===== config.mk =====
export PLATFORM = sky130hd
export DESIGN_NAME = sccb_responder
export DESIGN_NICKNAME = d
export VERILOG_FILES = /design/src/rtl/sccb_responder.sv
export SDC_FILE = /design/constraint.sdc
export NUM_CORES = 2
export LEC_CHECK = 0
export ABC_AREA = 0
export ABC_CLOCK_PERIOD_IN_PS = 6600
export CAP_MARGIN = 20
export CORE_MARGIN = 10
export CORE_UTILIZATION = 45
export CTS_CLUSTER_SIZE = 8
export DETAILED_ROUTE_END_ITERATION = 12
export PLACE_DENSITY = 0.65
export SYNTH_ARGS = -nofsm -noshare
export SYNTH_HDL_FRONTEND = slang
export SYNTH_SLANG_ARGS = --single-unit

===== constraint.sdc =====
create_clock -name clk -period 6.6 [get_ports clk]
set_input_delay 1.65 -clock clk [delete_from_list [all_inputs] [get_ports clk]]
set_output_delay 1.65 -clock clk [all_outputs]
set_load 0.005 [all_outputs]

===== src/rtl/sccb_responder.sv =====
// SCCB/I2C target modelling the OV7670 register port: 256x8 register file.
// Define SCCB_RESP_AUTOINC_EN for multi-byte bursts with pointer auto-increment.
module sccb_responder #(
  parameter logic [7:0] DEV_ID      = 8'h42,
  parameter int         SYNC_STAGES = 2
) (
  input  logic       clk,
  input  logic       resetn,
  input  logic       sioc,
  input  logic       siod_i,
  output logic       siod_oe,
  input  logic [7:0] reg_rd_addr,
  output logic [7:0] reg_rd_data,
  output logic       wr_strobe,
  output logic [7:0] wr_addr,
  output logic [7:0] wr_data,
  output logic       busy
);

  localparam logic [3:0] S_IDLE     = 4'd0;
  localparam logic [3:0] S_ID       = 4'd1;
  localparam logic [3:0] S_ID_ACK   = 4'd2;
  localparam logic [3:0] S_SUB      = 4'd3;
  localparam logic [3:0] S_SUB_ACK  = 4'd4;
  localparam logic [3:0] S_DATA     = 4'd5;
  localparam logic [3:0] S_DATA_ACK = 4'd6;
  localparam logic [3:0] S_RD       = 4'd7;
  localparam logic [3:0] S_RD_NACK  = 4'd8;
  localparam logic [3:0] S_IGNORE   = 4'd9;

  logic [SYNC_STAGES-1:0] scl_sync;
  logic [SYNC_STAGES-1:0] sda_sync;
  logic                   scl_q;
  logic                   sda_q;
  logic                   scl_s;
  logic                   sda_s;
  logic                   rise;
  logic                   fall;
  logic                   start;
  logic                   stop;

  logic [3:0] state;
  logic [3:0] bitcnt;
  logic [1:0] ph;
  logic       rd;
  logic [6:0] shreg;
  logic [7:0] byte_nx;
  logic [7:0] tx;
  logic [7:0] pointer;
  logic       last_bit;
  logic       wr_en;
  logic [7:0] regs [256];

  always_ff @(posedge clk or negedge resetn) begin
    if (!resetn) begin
      scl_sync <= '1;
      sda_sync <= '1;
      scl_q    <= 1'b1;
      sda_q    <= 1'b1;
    end else begin
      scl_sync <= {scl_sync[SYNC_STAGES-2:0], sioc};
      sda_sync <= {sda_sync[SYNC_STAGES-2:0], siod_i};
      scl_q    <= scl_s;
      sda_q    <= sda_s;
    end
  end

  assign scl_s    = scl_sync[SYNC_STAGES-1];
  assign sda_s    = sda_sync[SYNC_STAGES-1];
  assign rise     = scl_s & ~scl_q;
  assign fall     = ~scl_s & scl_q;
  assign start    = scl_s & scl_q & sda_q & ~sda_s;
  assign stop     = scl_s & scl_q & ~sda_q & sda_s;
  assign byte_nx  = {shreg, sda_s};
  assign last_bit = rise && (bitcnt == 4'd7);
  assign wr_en    = (state == S_DATA) && last_bit;

  always_ff @(posedge clk or negedge resetn) begin
    if (!resetn) begin
      for (int i = 0; i < 256; i++) regs[i] <= 8'h00;
    end else if (wr_en) begin
      regs[pointer] <= byte_nx;
    end
  end

  assign reg_rd_data = regs[reg_rd_addr];

  always_ff @(posedge clk or negedge resetn) begin
    if (!resetn) begin
      state     <= S_IDLE;
      bitcnt    <= 4'd0;
      ph        <= 2'd0;
      rd        <= 1'b0;
      shreg     <= 7'd0;
      tx        <= 8'd0;
      pointer   <= 8'd0;
      siod_oe   <= 1'b0;
      wr_strobe <= 1'b0;
      wr_addr   <= 8'd0;
      wr_data   <= 8'd0;
      busy      <= 1'b0;
    end else begin
      wr_strobe <= 1'b0;
      if (start) begin
        state   <= S_ID;
        bitcnt  <= 4'd0;
        ph      <= 2'd0;
        siod_oe <= 1'b0;
        busy    <= 1'b1;
      end else if (stop) begin
        state   <= S_IDLE;
        bitcnt  <= 4'd0;
        ph      <= 2'd0;
        siod_oe <= 1'b0;
        busy    <= 1'b0;
      end else begin
        case (state)
          S_ID, S_SUB, S_DATA: begin
            if (rise) begin
              shreg  <= byte_nx[6:0];
              bitcnt <= bitcnt + 4'd1;
            end
            if (last_bit) begin
              bitcnt <= 4'd0;
              ph     <= 2'd0;
              if (state == S_ID) begin
                if (byte_nx == DEV_ID) begin
                  rd    <= 1'b0;
                  state <= S_ID_ACK;
                end else if (byte_nx == (DEV_ID | 8'h01)) begin
                  rd    <= 1'b1;
                  state <= S_ID_ACK;
                end else begin
                  state <= S_IGNORE;
                end
              end else if (state == S_SUB) begin
                pointer <= byte_nx;
                state   <= S_SUB_ACK;
              end else begin
                wr_addr   <= pointer;
                wr_data   <= byte_nx;
                wr_strobe <= 1'b1;
`ifdef SCCB_RESP_AUTOINC_EN
                pointer   <= pointer + 8'd1;
`endif
                state     <= S_DATA_ACK;
              end
            end
          end
          S_ID_ACK, S_SUB_ACK, S_DATA_ACK: begin
            if (rise && ph == 2'd1) ph <= 2'd2;
            if (fall && ph == 2'd0) begin
              siod_oe <= 1'b1;
              ph      <= 2'd1;
            end else if (fall && ph == 2'd2) begin
              siod_oe <= 1'b0;
              ph      <= 2'd0;
              if (state == S_ID_ACK) begin
                if (rd) begin
                  // first read bit goes out on the same edge that ends the ack
                  tx      <= regs[pointer];
                  siod_oe <= ~regs[pointer][7];
                  state   <= S_RD;
                end else begin
                  state <= S_SUB;
                end
              end else if (state == S_SUB_ACK) begin
                state <= S_DATA;
              end else begin
`ifdef SCCB_RESP_AUTOINC_EN
                state <= S_DATA;
`else
                state <= S_IGNORE;
`endif
              end
            end
          end
          S_RD: begin
            if (rise) begin
              tx     <= {tx[6:0], 1'b0};
              bitcnt <= bitcnt + 4'd1;
            end
            if (fall) begin
              if (bitcnt == 4'd8) begin
                siod_oe <= 1'b0;
                bitcnt  <= 4'd0;
                ph      <= 2'd0;
                state   <= S_RD_NACK;
              end else begin
                siod_oe <= ~tx[7];
              end
            end
          end
          S_RD_NACK: begin
`ifdef SCCB_RESP_AUTOINC_EN
            if (rise) begin
              if (!sda_s) begin
                pointer <= pointer + 8'd1;
                ph      <= 2'd1;
              end else begin
                state <= S_IGNORE;
              end
            end
            if (fall && ph == 2'd1) begin
              tx      <= regs[pointer];
              siod_oe <= ~regs[pointer][7];
              ph      <= 2'd0;
              state   <= S_RD;
            end
`else
            if (rise) state <= S_IGNORE;
`endif
          end
          S_IDLE, S_IGNORE: begin
          end
          default: state <= S_IDLE;
        endcase
      end
    end
  end

endmodule


Yosys cells after proc, flatten, opt, wreduce, memory -nomap -nowiden
Index checks and enable logic that the tools add are counted.

Logic and storage cells: 415. Flip-flop bits (word level): 2107. Bits of input ports: 12.

Add/subtract/negate cells: 1. Reductions and logical operators: 25. Eq/ne operators: 29. Muxes and demuxes: 66. Order comparisons: 3. Bitwise gates (word level): 19.

Operators by type and width (number): 2048-bit bitwise mux (1); 8-bit binary-select mux with 8-bit select (2); 8-bit 2-to-1 mux (10); 4-bit 2-to-1 mux (19); 8-bit demux with 8-bit select (1); 4-bit != test (second input constant) (6); 4-bit by 3-bit equality test with 1-bit output (second input constant) (5); 4-bit one-hot mux with 5 select lines (1); 9-bit >= comparator (second input constant) (2); 1-bit 2-to-1 mux (18); 2-bit 2-to-1 mux (9); 8-bit inverter with 9-bit output (2); 6-bit AND reduction (3); 8-bit by 7-bit equality test with 1-bit output (second input constant) (2); 8-bit one-hot mux with 2 select lines (1); 4-bit equality test (second input constant) (3); 2-bit != test (second input constant) (5); 1-bit inverter (10); 9-bit by 1-bit < comparator with 1-bit output (second input constant) (1); 4-bit by 2-bit equality test with 1-bit output (second input constant) (2); 4-bit one-hot mux with 2 select lines (1); 8-bit AND reduction (1); 4-bit nonzero test (2); 1-bit bitwise AND (7); 21 further kinds (29).

Logic depth before layout (Yosys ltp)
Depth after elaboration: 12. Depth in mapped cells: 13.

Worst setup path before layout
No wires, ideal clock.

Path type: input-to-output. From: in reg_rd_addr[0]. To: out reg_rd_data[6]. Path slack: 0.504 ns. Arrival time: 4.446 ns. Cell stages on the path: 8. Path buffers: 3. Data required time: 4.950 ns. Cells stage by stage: clkbuf_1 > clkbuf_1 > buf_1 > mux4_2 > mux4_2 > mux4_2 > a22oi_1 > nand2_1.

Longest elaborated chain between the ends: 4.

Ends and longest elaborated chain: start, declared (line 12) `input logic [7:0] reg_rd_addr,`; 8-bit inverter with 9-bit output (implied by the code) (line 86) `assign reg_rd_data = regs[reg_rd_addr];`; 8-bit binary-select mux with 8-bit select (line 86); 8-bit 2-to-1 mux (implied by the code) (2 in series) (line 86); end, declared (line 13) `output logic [7:0] reg_rd_data,`.

No other way between the ends. The select of a mux whose other input is x is not followed.

Worst setup path after layout
From: in reg_rd_addr[0]. To: out reg_rd_data[2].

The elaborated chain is that of the path after synthesis.

==> key figures <==
Run status
  • Status: complete, but fails checks
  • Failing checks: negative setup slack

Power
  • Pwr dens: ~230 nW/um2
  • Pleak: ~0.057 uW
  • Peak supply drop: ~0.00020 V
  • Total power: ~29000 uW

Timing
  • Count of final setup violators: 1
  • Fmax: approximately 150 MHz
  • Slew Viols, Final: 0
  • Rel. slew slack: 11.0%
  • Hold Violations, Final: 0
  • Period minus WS final: around 6700 ps
  • Worst Tran Pin Value: around 1300 ps
  • Clock Skew: ~100 ps
  • PnR worst setup slack: -51.5 ps
  • Hold_ws: 355 ps
  • Sum Neg Setup Slack: -51.5 ps
  • RSZ-0062 raised after global routing: true
  • Final period util: 101%

Flow run
  • Max Cap Violations: 0

Logic synthesis
  • Post-synthesis cell type count: 73
  • Ys async rst share: 100%
  • Sequential-to-total area share from yosys stat: between 40% and 50%
  • Syn Nets: approximately 7000
  • Cells after Synth: between 6000 and 7000
  • Top cells by area, synth: dfrtp_1, mux4_2, mux2_2, mux2_1, clkbuf_1
  • Area share of the largest cell type after synthesis: between 40 and 50%
  • Mapped Area: around 110000 um2
  • Ys flop type: dfrtp_1
  • EDFF count, synth: 0
  • Avg Cell Area, Syn: about 16 um2
  • Synth area leader: dfrtp_1
  • Warnings from Yosys: 0
  • Flops & latches, synth: between 2000 and 2500

Routing
  • Pre-Repair DR Iteration Count: 9
  • Vias/cell: approximately 6.7
  • Vias: ~69000
  • Final wirelength: 359000 um
  • Drt wl/cell: between 30 and 40 um
  • Post-route DRC: 0
  • Routed Antenna Nets: 0
  • 1st-iter DRT viols: roughly 7300

Clock tree
  • Clock slew at reported path FFs: ~40 ps
  • H-tree depth: 5
  • CTS sink count: about 2100
  • Clk_lat worst skew: between 900 and 1000 ps
  • CTS tree: yes
  • Clk buf depth: 4
  • Clock root cell: clkbuf_16
  • Total CTS buffers: 314

Worst setup path
  • Worst Path Buf+Inv: 7
  • Worst Setup Path Type: primary input to primary output
  • Critical path's slowest cell: mux4_2
  • Worst reg-to-reg setup slack: approximately 1200 ps
  • Reg2reg end: regs[222]$_DFFE_PN0P_
  • Cell Chain, Critical Path: buf_16 > buf_12 > buf_16 > buf_12 > mux4_2 > mux4_2 > mux4_2 > a22oi_2 > buf_4 > nand2_2 > buf_4 > clkdlybuf4s50_1
  • Top cell family by delay on the critical path: multiplexers
  • Max FO, Critical Path: 6
  • R2R depth: 7
  • Worst EP arrival: 5000 ps
  • Worst setup EP type: primary output
  • CP Launch Type: primary input
  • R2R Path Start: state[0]$_DFFE_PN0P_
  • Largest stage delay, worst path: roughly 610 ps
  • Crit path top cell by count: mux4_2
  • Required time of the critical path: between 4000 and 5000 ps

Placement
  • Final Wtd Congestion: around 0.9
  • Pre-CTS WS: -330 ps
  • Final HPWL from detailed placement: between 200000 and 250000 um
  • PortBufs: 38

Cells and area
  • Layout cells sized above 1: between 50% and 60%
  • P&R area growth vs syn: 13.3%
  • Commonest cells after routing, fill and taps aside: dfrtp_1, mux2_2, mux4_2
  • Final nets: between 6000 and 7000
  • Most common cell after layout, fill and taps aside: dfrtp_1

Floorplanning
  • I/O Pins: 39
  • Die W: 518 um
  • DIE HEIGHT: just over 500 um
  • Die area: approximately 270000 um2
  • Initial Util: between 40% and 50%
  • Site Rows: between 150 and 200
  • Core Box Area: about 250000 um2

GRT
  • GRT Total Usage: between 20% and 30%
  • Largest net degree at the start of global routing: between 200 and 250
  • First-pass GRT wire length: around 520000 um
  • Aggregate global routing overflow: 0
  • Initial antenna violation count: 20
  • Vias in the first global route: between 70000 and 80000

Hold path
  • Min-delay worst type: flip-flop to flip-flop
  • Hold EP: scl_sync[1]$_DFF_PN1_
  • Hold Path Cell Cnt: 0
  • Hold_sp: scl_sync[0]$_DFF_PN1_
## kinds of logic (layout without fill, tap and decap cells)
group	Yosys count	in the layout	share of synthesized area [%]
AO/OA/AOI/OAI	173	173	1.08
XOR/XNOR	4	4	0.0314
adder cells (fa/ha/maj)	2	2	0.0224
buffers and inverters	606	757	2.20
flip-flops	2107	2107	47.3
multiplexers	3401	3401	47.3
other	0	6	0
AND/OR/NAND/NOR	493	493	2.06
## area by class of cell
type | instances | area, um2
Fill cell | 19900 | 120000
Multi-Input combinational cell | 4073 | 56500
Sequential cell | 2107 | 52800
Clock buffer | 345 | 8140
Timing Repair Buffer | 393 | 4550
Tap cell | 3312 | 4140
Clock inverter | 8 | 97.6
Inverter | 11 | 48.8
Antenna cell | 6 | 15.0
## report_power, final
group | total [uW] | leakage [uW] | switching, uW | internal, uW
clock network | 14200 | 0.00404 | 5600 | 8590
logic | 1730 | 0.0233 | 1310 | 424
registers | 13100 | 0.0294 | 105 | 13000
total | 29000 | 0.0568 | 7010 | 22000
## synth_stat cells, drive strengths merged, types with 3 or more instances
cell type	n
dfrtp	2101
mux2	2081
mux4	1285
clkbuf	410
nand2	246
buf	184
nor2	144
a22oi	47
mux2i	35
o21ai	35
nor3	29
a21oi	23
nand3	21
nor2b	13
a31oi	11
inv	11
a32oi	7
nand4	7
a221oi	6
and2	6
dfstp	6
a211oi	5
a22o	5
or3	5
a2111oi	4
and3	4
o311ai	4
o31ai	4
nand3b	3
o211ai	3
o22ai	3
xor2	3
## registers in the layout, indices dropped and copies added (netlist names)
register	count
tx	8
pointer	8
siod_oe	1
sda_q	1
rd	1
sda_sync	2
regs	2048
shreg	7
ph	2
scl_sync	2
bitcnt	4
busy	1
scl_q	1
state	4
wr_strobe	1
wr_data	8
wr_addr	8
## repair_timing
action,in CTS,in global routing
gates cloned,4,2
buffers inserted,8,28
pin swaps,6,2
resized for setup,35,13
hold buffers,0,0
endpoints found under the setup margin,8,4
## stage by stage
| step | instance area [um2] | utilization, % | cells |
|---|---|---|---|
| after global routing | 126000 | 51.3 | 10300 |
| after detailed placement | 117000 | 47.6 | 9850 |
| final | 126000 | 51.3 | 10300 |
| after global placement | 117000 | 47.6 | 9845 |
| after CTS | 126000 | 51.1 | 10200 |
| after floorplan | 111000 | - | 6786 |
## per-layer routing
metal,up-vias,global-route usage [%],wire length (um)
li1,27000,-,-
met1,38100,35.5,142000
met2,3248,40.6,168000
met3,818,6.12,30900
met4,12,11.7,18400
met5,-,0,87
## how the worst max path moves through the flow
stage / startpoint / endpoint / slack [ps] / cells past startpoint
floorplan: reg_rd_addr[0] / reg_rd_data[6] / 500 / 8
global placement: reg_rd_addr[0] / reg_rd_data[5] / -400 / 11
detailed placement: reg_rd_addr[0] / reg_rd_data[5] / -330 / 11
CTS: reg_rd_addr[0] / reg_rd_data[7] / -120 / 12
global route: reg_rd_addr[0] / reg_rd_data[2] / -40 / 12
finish: reg_rd_addr[0] / reg_rd_data[2] / -50 / 12
No activity file was read; power rests on OpenSTA's default activity.
